`config.mk`:
```
export PLATFORM = sky130hd
export DESIGN_NAME = mipi_packet_framer
export DESIGN_NICKNAME = d
export VERILOG_FILES = /design/src/rtl/mipi_packet_framer.sv
export SDC_FILE = /design/constraint.sdc
export NUM_CORES = 1
export LEC_CHECK = 0
export BUFFER_PORTS_ARGS = -buffer_cell sky130_fd_sc_hd__buf_2
export CAP_MARGIN = 20
export CORE_ASPECT_RATIO = 1.4
export CORE_MARGIN = 10
export CORE_UTILIZATION = 40
export DETAILED_ROUTE_END_ITERATION = 6
export GPL_ROUTABILITY_DRIVEN = 0
export HOLD_SLACK_MARGIN = 0.1
export MAX_ROUTING_LAYER = met4
export PLACE_DENSITY_LB_ADDON = 0.05
export SLEW_MARGIN = 40
export SYNTH_ARGS = -nofsm -noshare
export SYNTH_HDL_FRONTEND = slang
export SYNTH_SLANG_ARGS = --single-unit
```
`constraint.sdc`:
```
create_clock -name tx_pixel_clk -period 1.96 [get_ports tx_pixel_clk]
set_input_delay 0.098 -clock tx_pixel_clk [delete_from_list [all_inputs] [get_ports tx_pixel_clk]]
set_output_delay 0.098 -clock tx_pixel_clk [all_outputs]
set_load 0.005 [all_outputs]
```
`src/rtl/mipi_packet_framer.sv`:
```
// rtl/mipi_packet_framer.sv - serialises one payload per frame as SOF, header, data and trailer pixel words
// Output word is decoded from the registered state, so it appears one cycle after accept.
module mipi_packet_framer #(
   parameter int          DLEN        = 6,
   parameter logic [7:0]  DTYPE       = 8'h01,
   parameter logic [7:0]  PHL_ID      = 8'h00,
   parameter int          GAP         = 2,
   parameter logic [23:0] PKT_ID_INIT = 24'h000000
) (
   input  logic              tx_pixel_clk,
   input  logic              rst,
   input  logic [DLEN*8-1:0] payload,
   input  logic              payload_valid,
   output logic              payload_ready,
   input  logic              tx_ready,
   output logic [47:0]       packet,
   output logic              packet_valid,
   output logic              busy,
   output logic [23:0]       pkt_id
);

   localparam int N     = DLEN / 6;
   localparam int PW    = DLEN * 8;
   localparam int CNT_W = $clog2(N) + 1;
   localparam int GAP_W = $clog2(GAP + 1) + 1;
   localparam logic [CNT_W-1:0] LAST_WORD = CNT_W'(N - 1);
   localparam logic [GAP_W-1:0] LAST_GAP  = GAP_W'(GAP - 1);
   localparam logic [31:0]      DLEN_BYTES = 32'(DLEN);

   typedef enum logic [2:0] {
      S_IDLE,
      S_SOF,
      S_HDR,
      S_DATA,
      S_TRAIL,
      S_GAP
   } state_t;

   state_t           state, state_nxt;
   logic [PW-1:0]    shreg;
   logic [CNT_W-1:0] word_cnt;
   logic [GAP_W-1:0] gap_cnt;
   logic [23:0]      pkt_id_q;
   logic [47:0]      chunk;

   assign payload_ready = (state == S_IDLE) && !rst;
   assign busy          = (state != S_IDLE);
   assign pkt_id        = pkt_id_q;
   assign chunk         = shreg[PW-1 -: 48];

   always_comb begin
      state_nxt    = state;
      packet       = 48'h0;
      packet_valid = 1'b0;
      case (state)
         S_IDLE: begin
            if (payload_valid) state_nxt = S_SOF;
         end
         S_SOF: begin
            packet_valid = 1'b1;
            packet       = {24'hEAFF99, pkt_id_q};
            if (tx_ready) state_nxt = S_HDR;
         end
         S_HDR: begin
            packet_valid = 1'b1;
            packet       = {DTYPE, DLEN_BYTES, PHL_ID};
            if (tx_ready) state_nxt = S_DATA;
         end
         S_DATA: begin
            // halves swapped so the receive parser reassembles the original chunk
            packet_valid = 1'b1;
            packet       = {chunk[23:0], chunk[47:24]};
            if (tx_ready && word_cnt == LAST_WORD) state_nxt = S_TRAIL;
         end
         S_TRAIL: begin
            packet_valid = 1'b1;
            if (tx_ready) state_nxt = (GAP == 0) ? S_IDLE : S_GAP;
         end
         S_GAP: begin
            if (gap_cnt == LAST_GAP) state_nxt = S_IDLE;
         end
         default: state_nxt = S_IDLE;
      endcase
   end

   always_ff @(posedge tx_pixel_clk) begin
      if (rst) begin
         state    <= S_IDLE;
         shreg    <= '0;
         word_cnt <= '0;
         gap_cnt  <= '0;
         pkt_id_q <= PKT_ID_INIT;
      end else begin
         state <= state_nxt;
         if (state == S_IDLE && payload_valid) begin
            shreg    <= payload;
            word_cnt <= '0;
         end
         if (state == S_DATA && tx_ready) begin
            shreg    <= shreg << 48;
            word_cnt <= word_cnt + 1'b1;
         end
         if (state == S_TRAIL && tx_ready) begin
            pkt_id_q <= pkt_id_q + 24'd1;
            gap_cnt  <= '0;
         end
         if (state == S_GAP) gap_cnt <= gap_cnt + 1'b1;
      end
   end

endmodule

```
==> results of run 1 <==
==> cells in the final DEF, fill, tap and decap left out, types with 6 or more instances in the layout <==
master | synthesis | final
sky130_fd_sc_hd__xor2_1 | 7 | 7
sky130_fd_sc_hd__or4_1 | 7 | 7
sky130_fd_sc_hd__a21oi_1 | 69 | 69
sky130_fd_sc_hd__o21ai_0 | 14 | 14
sky130_fd_sc_hd__o31ai_1 | 6 | 6
sky130_fd_sc_hd__or3_1 | 7 | 7
sky130_fd_sc_hd__and3_1 | 8 | 8
sky130_fd_sc_hd__nor2_1 | 39 | 39
sky130_fd_sc_hd__o21a_1 | 17 | 17
sky130_fd_sc_hd__nand3_1 | 9 | 9
sky130_fd_sc_hd__dfxtp_1 | 79 | 78
sky130_fd_sc_hd__clkbuf_16 | 0 | 9
sky130_fd_sc_hd__buf_2 | 13 | 126
sky130_fd_sc_hd__buf_4 | 0 | 16
sky130_fd_sc_hd__mux2i_1 | 23 | 23
sky130_fd_sc_hd__nand2_1 | 112 | 112
sky130_fd_sc_hd__inv_1 | 9 | 9
sky130_fd_sc_hd__nand4_1 | 6 | 6
sky130_fd_sc_hd__dlygate4sd3_1 | 0 | 48
==> registers in the layout, indices dropped and copies added (netlist names) <==
signal,cells
pkt_id,24
state,3
chunk,48
gap_cnt,3
word_cnt,1
==> layout make-up <==
| type | count | area [sq um] |
|---|---|---|
| inverter | 9 | 33.8 |
| multi-input combinational | 362 | 2020 |
| sequential | 79 | 1580 |
| clock buffer | 12 | 256 |
| fill | 909 | 3980 |
| timing repair buffer | 191 | 1250 |
| tap | 110 | 138 |
| clock inverter | 3 | 90.1 |
==> final timing paths <==
| check | startpoint | to | cells past startpoint |
|---|---|---|---|
| setup / recovery | pkt_id[0]$_SDFFE_PP0P_ | pkt_id[20]$_SDFFE_PP0P_ | 5 |
| hold / removal | payload_valid | word_cnt$_SDFFE_PP0P_ | 4 |
| setup reg to reg | pkt_id[0]$_SDFFE_PP0P_ | pkt_id[20]$_SDFFE_PP0P_ | 5 |
| hold reg to reg | chunk[18]$_SDFFE_PP0P_ | chunk[18]$_SDFFE_PP0P_ | 2 |
==> metrics by stage <==
step,hold WS [ns],worst slack [ns],utilization (%)
2_1_floorplan,0.234,0.329,-
3_3_place_gp,0.341,0.186,48.5
3_5_place_dp,0.345,0.205,48.6
4_1_cts,0.184,0.187,57.4
5_1_grt,0.218,0.0324,57.4
6_report,0.187,0.164,57.4
==> power by group through the flow <==
stage               clock [uW]  combinational (uW)  sequential [uW]
floorplan                    0                 369             1750
global placement             0                 580             1770
detailed placement           0                 583             1770
CTS                       1970                 660             1740
global route              2040                 731             1750
finish                    1930                 660             1740
==> worst register-to-register path, cell delays in order, from the launching register on <==
cell and delay, ns:
sky130_fd_sc_hd__dfxtp_1 0.42, sky130_fd_sc_hd__ha_1 0.19, sky130_fd_sc_hd__and3b_1 0.27, sky130_fd_sc_hd__nand2_1 0.19, sky130_fd_sc_hd__or4_1 0.51, sky130_fd_sc_hd__a21oi_1 0.15
==> kinds of logic after synthesis <==
kind of cell	after synthesis
simple gates	214
compound gates	113
flops	79
buf+inv	47
mux	23
xor+xnor	9
fa+ha+maj	3
==> what timing repair did <==
| action | CTS | global route |
|---|---|---|
| endpoints found under the hold margin | 48 | 0 |
| hold buffers | 48 | 0 |
| setup endpoints to repair | 0 | 0 |
==> routing by layer <==
| layer | share of wire (%) | vias to the layer above | GRT usage [%] |
|---|---|---|---|
| met5 | 0 | - | - |
| met4 | 1.1 | 0 | 6.53 |
| met3 | 5.9 | 6 | 4.55 |
| met2 | 50 | 122 | 31.0 |
| met1 | 43 | 1860 | 20.5 |
| li1 | - | 1997 | - |
==> run summary, run 1 <==
The run finished with clean final reports. Once layout is done, the placed cells without fillers occupy 5370 sq um. The maximum single-stage delay on the critical path is 0.51 ns. Measured against the total synthesized area, the mux share comes to 6.06%.

The die footprint is 13800 sq um. The total half-perimeter wirelength after legalization and detailed placement is 8690 microns. Among all flip-flop cells after synthesis, the most frequent one is sky130_fd_sc_hd__dfxtp_1. The sequential area share after synthesis came out at 41.6%. Counting flops and latches in the post-synthesis netlist gives 79.

The number of vias in the routed layout is 3985. Of all nets on the critical path, the largest fanout is 6. The global router's overall resource usage came out at 18.4%.

The top cell type by area accounts for 41.6% of the synthesized area. Wires add up to 12400 microns. The area added between synthesis and finish came out at 41.4%. The cell with the largest stage delay on the worst path is sky130_fd_sc_hd__or4_1. The cell-internal power is 3300 uW. The design draws 4330 uW. The net switching power figure is 1030 uW. The number of failing setup endpoints in the final timing report is 0.

The worst register-to-register path has a setup slack of 0.16 ns. A synthesized cell averages 7.78 sq um. Buffers inserted during clock tree synthesis total 9. By count the netlist is led by sky130_fd_sc_hd__nand2_1, sky130_fd_sc_hd__dfxtp_1, sky130_fd_sc_hd__a21oi_1.

The number of hold-slack violations in the final timing report is 0. The endpoint kind of the worst setup timing path is a flip-flop. In the post-synthesis netlist, the biggest area contributors are sky130_fd_sc_hd__dfxtp_1, sky130_fd_sc_hd__nand2_1, sky130_fd_sc_hd__a21oi_1. The total number of clock tree sinks came out at 79. The time the final worst path needs with I/O delays and setup came out at 1.80 ns. Clock-pin slew was measured on the worst setup and hold paths at 0.06 ns.

The number of max-capacitance violations reported is 0. Setup repair after global routing left no endpoint under its margin. The synthesized netlist devotes 17.0% of its cell area to compound gates.

Walking the worst path, the cells encountered are ha_1 -> and3b_1 -> nand2_1 -> or4_1 -> a21oi_1. The detailed-route wire length per cell came out at 16.2 microns. The number of enable flip-flop cells after synthesis is 0. The number of rows created at floorplan is 42. The post-synth design cell area is 3800 sq um.

The total negative slack came out at 0 ns. The share of cells above drive strength 1 came out at 25.6%. Data on the critical path arrives at its endpoint at 2.06 ns. The post-detailed-route count of antenna-violating nets is 0.

The maximum number of pins on one net before global-route repair is 49. The xor-xnor portion of the synthesized cell area is 2.08%. In this run, flip-flops and latches consume 40.1% of the power.

After global routing the overflow that remains totals 0. The number of nets in the layout is 707. The height of the chip is 135 microns.

Synthesis handed over a netlist of 488 instances. The final worst-path cycle share came out at 91.7%. The power density over the cells is 806 nW/um^2. The count of yosys warnings during synthesis came out at 0. The share of power burned in the clock network is 44.6%.

The worst setup path is launched from a flip-flop. The placeable core region is 9350 sq um. The transition time at the pin with the least slew margin came out at 0.580 ns. The clock tree skew after final layout is 0.00422 ns. The leakage component of the power came out at 0.00231 uW. The most common cell in the synthesized netlist is sky130_fd_sc_hd__nand2_1. Once placement finished, the instance area stood at 4540 sq um. The kind of cell with the highest combined delay along the critical path is simple AND/OR/NAND/NOR gates.

At the later pin of the worst-skew pair, clock insertion delay measures 0.33 ns. The DRC violations left came out at 0. The number of antenna violations at the first check in global routing is 0. The remaining max-slew budget at the tightest pin came out at 61.3%. Derived from the worst setup path, the maximum achievable clock frequency is 0.557 GHz. For the worst setup path, the data required time is 2.22 ns. TritonCTS built the clock tree.

The path class of the lowest-slack min-delay path is input pin to flip-flop. The final max-slew violation count is 0. The proportion of total power due to net switching is 23.9%.

Combinational cells account for 15.2% of the total power. The via count of the first global-routing pass is 4072. After synthesis, the largest family of logic cells by area is simple AND/OR/NAND/NOR gates.

The area share of and/or/nand/nor cells after synthesis came out at 26.7%. Synthesis produced a netlist with a net count of 543. The non-filler instance count after layout came out at 766. The cell count after placement is 703. The I/O pin total is 127. The maximum number of buffers from clock root to sink is 2. The tree is rooted in a sky130_fd_sc_hd__clkbuf_16. After synthesis, the netlist uses 44 different library cells. The per-cell via count in the routed design is 5.20. The class of the most critical setup path is flip-flop to flip-flop.

After Yosys synthesis, full adders, half adders and majority gates account for 0.988% of the synthesized area. The number of I/O port buffers is 126. The fraction of registers with async set or reset after synthesis is 0%. Post-CTS repair changed the size of 0 cells. The first global-routing pass estimated 19900 microns of wire. After clock tree synthesis, the setup repair step added 0 buffers. The floorplan step set the die width to 102 microns. The number of buffer and inverter instances along the worst setup path is 0. The number of diodes added for antenna fixing is 0. The number of iterations in the first detailed-routing pass is 4.

The DRC marker count from the first detailed-route iteration came out at 147. The H-tree generated during clock tree synthesis spans 3 levels. The initial cell density of the core is 40.6%. The biggest area contributor in the post-synthesis netlist is sky130_fd_sc_hd__dfxtp_1. The peak ir drop on the vdd network came out at 0.467 mV.
(Power assumes the default switching activity.)
==> run 2, diff against run 1 <==
Clock period 1.96 ns to 2.29 ns, I/O delays scaled along.
==> run summary, run 2 (synthesis gave the netlist of run 1 again) <==
The number of hold-slack violations in the final timing report came out at 0. In this run the deepest clock path goes through 2 buffers. The share of power burned in the clock network is 41.7%.

The data required time at the worst endpoint came out at 2.18 ns. The remaining max-slew budget at the tightest pin is 66.1%. The height of the chip came out at 135 microns. The arrival time at the worst endpoint is 1.77 ns. The hold slack is 0.142 ns. The peak ir drop on the vdd network is 0.379 mV. Once routing completed, OpenROAD measured the worst setup slack at 0.403 ns. Global routing consumed, over all layers together, 18.4% of the routing resources. The initial cell density of the core is 40.6%. The final worst-path cycle share is 82.4%.

The flip-flop count of the largest register after layout came out at 48. The count of buffers added on input and output ports is 126. The time the final worst path needs with I/O delays and setup came out at 1.89 ns. Across all layers, the routed design uses 3954 vias.

The number of resized instances in the post-cts repair step is 0. After detailed routing, the number of remaining DRC violations is 0. The leakage component of the power came out at 0.00225 uW.

The share of cells above drive strength 1 is 25.3%. The total number of clock tree sinks came out at 79. After the first detailed-routing iteration, the DRC count stood at 180. The x dimension of the die came out at 102 microns. The first detailed-routing pass ran for 4 iterations. The clock root buffer is sky130_fd_sc_hd__clkbuf_16. For this design the ratio of total power to cell area is 664 nW/um^2. The post-detailed-route count of antenna-violating nets is 0. The detailed-route wire length per cell is 16.2 microns.

The die covers 13800 sq um. The worst hold path terminates at pkt_id[2]$_SDFFE_PP0P_. In this run the power spent charging and discharging nets is 933 uW.

Across all register-to-register paths, the minimum setup slack is 0.48 ns. The worst hold path belongs to the class input pin to flip-flop. The maximum clock frequency is 0.530 GHz. The area added between synthesis and finish came out at 39.2%. In this run the critical register-to-register path is captured at pkt_id[23]$_SDFFE_PP0P_. The per-cell via count in the routed design came out at 5.19. The number of buffers created by CTS is 9.

The overall power is 3510 uW. The number of max-capacitance violations reported came out at 0. The number of cells on the worst reg-to-reg path is 4. The clock tree skew after final layout is 0.00719 ns. The depth of the worst hold-timing path is 2. The TritonCTS clock tree is yes. At the later pin of the worst-skew pair, clock insertion delay measures 0.33 ns.

The number of nets in the layout came out at 702. The library cell used most frequently in the layout, excluding fill and tap cells, is sky130_fd_sc_hd__buf_2. Entering global routing, the biggest net connects 49 pins. The number of diodes added for antenna fixing is 0. The critical-path maximum fanout came out at 24. The global route total overflow came out at 0. In this run switching power makes up 26.6% of total power. The post-placement setup slack came out at 0.499 ns. The H-tree was split into 3 levels. The worst setup path is of the flip-flop to output port kind. The number of antenna violations at the first check in global routing came out at 0.

The number of rows created at floorplan is 42. The placeable core region came out at 9350 sq um. The via count of the first global-routing pass was 4046.

The startpoint identified for the worst register-to-register timing path is pkt_id[9]$_SDFFE_PP0P_. The worst setup path is launched from a flip-flop. In this run, flip-flops and latches consume 42.4% of the power. Clock-pin slew was measured on the worst setup and hold paths at 0.06 ns. The global-route wire length before repair is 19800 microns. The flow ran to the end, and the final reports show no timing, DRC or antenna violations. Setup repair after global routing left no endpoint under its margin. The share of total power dissipated in combinational logic is 15.9%. The final max-slew violation count came to 0.

The top cell types in the final layout, fill and taps aside, are sky130_fd_sc_hd__buf_2, sky130_fd_sc_hd__nand2_1, sky130_fd_sc_hd__dfxtp_1. Adding up every negative setup slack in the final design gives 0 ns. The wire length reported by the detailed router came out at 12300 microns. The worst hold path startpoint is rst. At the pin with the least slew margin, the transition time is 0.508 ns. The total half-perimeter wirelength after legalization and detailed placement came out at 8830 microns. The cell-internal power came out at 2580 uW. The number of failing setup endpoints in the final timing report came out at 0. The I/O pin total is 127. STA classifies the critical path endpoint as an output port.
-- run 2: cell type report --
class | count | area [sq um]
multi-input combinational | 362 | 2010
tap | 110 | 138
fill | 907 | 4070
sequential | 79 | 1580
clock buffer | 10 | 239
inverter | 9 | 33.8
timing repair buffer | 186 | 1210
clock inverter | 6 | 70.1
-- run 2: metrics by stage --
step / cells / instance area [sq um] / util, %
after floorplan: 488 / 3800 / -
after global placement: 698 / 4500 / 48.1
after detailed placement: 698 / 4500 / 48.1
after CTS: 762 / 5290 / 56.5
after global routing: 762 / 5290 / 56.5
final: 762 / 5290 / 56.5
-- run 2: repair_timing --
item / 4_1_cts / 5_1_grt
hold buffers: 48 / 0
endpoints found under the setup margin: 0 / 0
endpoints found under the hold margin: 48 / 0
setup buffers: 0 / 0
-- run 2: worst max-delay path by stage --
stage | startpoint | end | slack (ns) | cells past startpoint
2_1_floorplan | pkt_id[9]$_SDFFE_PP0P_ | pkt_id[20]$_SDFFE_PP0P_ | 0.66 | 6
4_1_cts | state[0]$_SDFFE_PP0P_ | packet[42] | 0.39 | 6
3_3_place_gp | pkt_id[9]$_SDFFE_PP0P_ | pkt_id[22]$_SDFFE_PP0P_ | 0.58 | 4
6_report | state[0]$_SDFFE_PP0P_ | packet[44] | 0.40 | 6
3_5_place_dp | pkt_id[9]$_SDFFE_PP0P_ | pkt_id[23]$_SDFFE_PP0P_ | 0.50 | 4
5_1_grt | state[0]$_SDFFE_PP0P_ | packet[44] | 0.28 | 6
-- run 2: routing by layer --
metal | wire [microns] | part of all wire [%] | GRT usage, % | vias to the layer above
met2 | 6250 | 51 | 30.6 | 103
met1 | 5030 | 41 | 20.3 | 1848
met4 | 277 | 2.2 | 7.86 | 0
met3 | 768 | 6.2 | 4.60 | 19
met5 | 0 | 0 | - | -
li1 | - | - | - | 1984
-- run 2: power by group through the flow --
stage | clock (uW) | combinational (uW) | sequential, uW
floorplan | 0 | 316 | 1500
global placement | 0 | 495 | 1520
detailed placement | 0 | 497 | 1520
CTS | 1500 | 562 | 1490
global route | 1540 | 625 | 1500
finish | 1460 | 559 | 1490
-- run 2: critical path, cell delays in order, from the launching register on --
cell and delay [ns]:
sky130_fd_sc_hd__dfxtp_1 0.35, sky130_fd_sc_hd__buf_4 0.20, sky130_fd_sc_hd__inv_1 0.12, sky130_fd_sc_hd__nor2_1 0.14, sky130_fd_sc_hd__buf_4 0.29, sky130_fd_sc_hd__and3_1 0.21, sky130_fd_sc_hd__buf_2 0.12
==> run 3, diff against run 2 <==
Clock period 2.29 ns to 1.5 ns, I/O delays scaled along.
==> run summary, run 3 (synthesis gave the netlist of run 1 again) <==
The flow ran to the end, but the final reports show violations. The final reports fail on setup timing. The cell count after placement came out at 736. The global-route wire length before repair came out at 20900 microns. The final worst-path cycle share came out at 108%.

The total half-perimeter wirelength after legalization and detailed placement is 9160 microns. The via count of the first global-routing pass came out at 4341. The clock reaches the later pin of the worst-skew pair after 0.34 ns.

The number of rows created at floorplan came out at 42. In this run the most critical hold path is launched from rst. Clock-pin slew was measured on the worst setup and hold paths at 0.06 ns.

The non-filler instance count after layout came out at 832. Buffers inserted during clock tree synthesis total 9. The clock tree skew after final layout is 0.00406 ns. The number of antenna violations at the first check in global routing came out at 0. The DRC violations left is 0. The total number of H-tree levels is 3. Summed over all layers, the routed wires come to 14200 microns. The cell sitting at the root of the clock tree is a sky130_fd_sc_hd__clkbuf_16. The number of failing setup endpoints in the final timing report is 84. The global router's overall resource usage is 19.4%. The die is 135 microns tall. For this run, the detailed router's first-pass iteration total came to 4. Setup slack on the critical path of the routed design comes to -0.124 ns. The maximum number of pins on one net before global-route repair is 49. The global route total overflow is 0. In this run the tightest slew margin relative to its limit is 77.5%. Cells with a size suffix above 1 make up 41.1% of the layout. The maximum number of buffers from clock root to sink is 2. The proportion of power drawn by flip-flops and latches came out at 39.4%. The endpoint kind of the worst setup timing path is an output port.

The data required time at the worst endpoint came out at 1.42 ns. The x dimension of the die is 102 microns. The clock net in this run drives a total of 79 sinks. The number of max-capacitance violations reported is 0. In this run switching power makes up 26.5% of total power.

The worst register-to-register path ends at pkt_id[14]$_SDFFE_PP0P_. The net switching power figure came out at 1530 uW. The startpoint identified for the worst register-to-register timing path is pkt_id[1]$_SDFFE_PP0P_. The I/O pin total is 127. The critical path launch point type is a flip-flop. The detailed-route wire length per cell is 17.0 microns.

The worst setup path is of the flip-flop to output port kind. Following the worst setup path forward leads to its endpoint at packet[39]. The maximum clock frequency is 0.616 GHz. The source of the critical timing path is state[0]$_SDFFE_PP0P_. The number of hold-slack violations in the final timing report is 0. The final max-slew violation count was 0. The core region is 9350 sq um. The repair_antennas step left the layout with diodes totalling 0. The post-detailed-route count of antenna-violating nets came out at 0. The share of power burned in the clock network is 39.0%. Once the floorplan was initialized, standard cells occupied 40.6% of the core. The arrival time at the worst endpoint is 1.55 ns. The power density over the cells came out at 914 nW/um^2. Measured in cells, the most critical reg-to-reg path has a length of 6. The time the final worst path needs with I/O delays and setup came out at 1.62 ns. The floorplan step defined a die boundary enclosing 13800 sq um. The cell-internal power is 4230 uW. The transition time at the pin with the least slew margin came out at 0.334 ns. The number of I/O port buffers came out at 126.

Leaving out fill and tap cells, the most frequent cell in the layout is sky130_fd_sc_hd__buf_2. The critical-path maximum fanout is 6. The min-delay analysis places its worst path in the category input pin to flip-flop.

The leakage component of the power is 0.00276 uW. The TritonCTS clock tree is yes. The peak ir drop on the vdd network came out at 0.699 mV. The detailed router finished its first iteration with 173 violations. The hold slack is 0.111 ns. Combinational logic is responsible for 21.6% of the overall power. The top cell types in the final layout, fill and taps aside, are sky130_fd_sc_hd__buf_2, sky130_fd_sc_hd__nand2_1, sky130_fd_sc_hd__dfxtp_1. The per-cell via count in the routed design came out at 5.28.

Setup repair after global routing could not meet its margin everywhere. The register with the most flip-flops in the layout has 48 of them. The number of vias in the routed layout came out at 4391. The number of nets in the layout came out at 773. The area added between synthesis and finish is 65.7%.

The register-to-register path setup slack is -0.07 ns.
## run 3: changes by cell type in the layout (fill, tap and decap cells not counted), sizes merged
cell / before / now
clkinv: 2 / 3
bufbuf: 0 / 1
clkbuf: 10 / 15
inv: 9 / 7
buf: 138 / 203
## run 3: power groups by stage
stage	Clock [uW]	Sequential, uW	Combinational (uW)
floorplan	0	2290	483
global placement	0	2310	803
detailed placement	0	2310	807
CTS	2280	2270	1090
global route	2400	2280	1340
finish	2250	2270	1240
## run 3: layout make-up
class	instances	area, sq um
inverter	9	41.3
clock inverter	5	56.3
sequential	79	1610
clock buffer	10	250
fill	804	3060
tap	110	138
timing repair buffer	257	1980
multi-input combinational	362	2210
## run 3: routing by layer
metal / global-route usage, % / part of all wire, %
met1: 21.1 / 40
met2: 33.7 / 52
met3: 4.14 / 5.4
met4: 6.84 / 2.1
met5: - / 0
## run 3: worst min path at each step
stage	endpoint	slack, ns	cells after the start
2_1_floorplan	chunk[18]$_SDFFE_PP0P_	0.21	2
5_1_grt	pkt_id[1]$_SDFFE_PP0P_	0.12	2
4_1_cts	pkt_id[0]$_SDFFE_PP0P_	0.10	2
3_5_place_dp	chunk[1]$_SDFFE_PP0P_	0.32	3
3_3_place_gp	chunk[9]$_SDFFE_PP0P_	0.32	3
6_report	pkt_id[1]$_SDFFE_PP0P_	0.11	2
## run 3: repair_timing
action,4_1_cts,5_1_grt
endpoints found under the setup margin,42,114
hold buffers,48,0
hold endpoints to repair,48,0
pin swaps,11,25
buffers inserted,13,13
gates cloned,3,5
resized for setup,31,58
## run 3: stage by stage
stage          area [sq um]  worst slack (ns)  power, uW  util (%)  setup TNS, ns
6_report               6290            -0.124       5750      67.3          -3.93
5_1_grt                6290            -0.196       6010      67.3         -11.16
4_1_cts                5910            -0.129       5640      63.2          -3.40
3_5_place_dp           4830           -0.0804       3120      51.6         -0.586
3_3_place_gp           4830           -0.0169       3110      51.6        -0.0489
2_1_floorplan          3820           -0.0122       2770         -        -0.0300
## run 3: worst max-delay path, cell delays in order, from the launching register on
cell,delay [ns]
sky130_fd_sc_hd__dfxtp_2,0.33
sky130_fd_sc_hd__buf_6,0.10
sky130_fd_sc_hd__clkinvlp_4,0.09
sky130_fd_sc_hd__nor2_4,0.12
sky130_fd_sc_hd__buf_12,0.12
sky130_fd_sc_hd__buf_8,0.10
sky130_fd_sc_hd__buf_6,0.11
sky130_fd_sc_hd__o21a_1,0.12
sky130_fd_sc_hd__buf_2,0.11
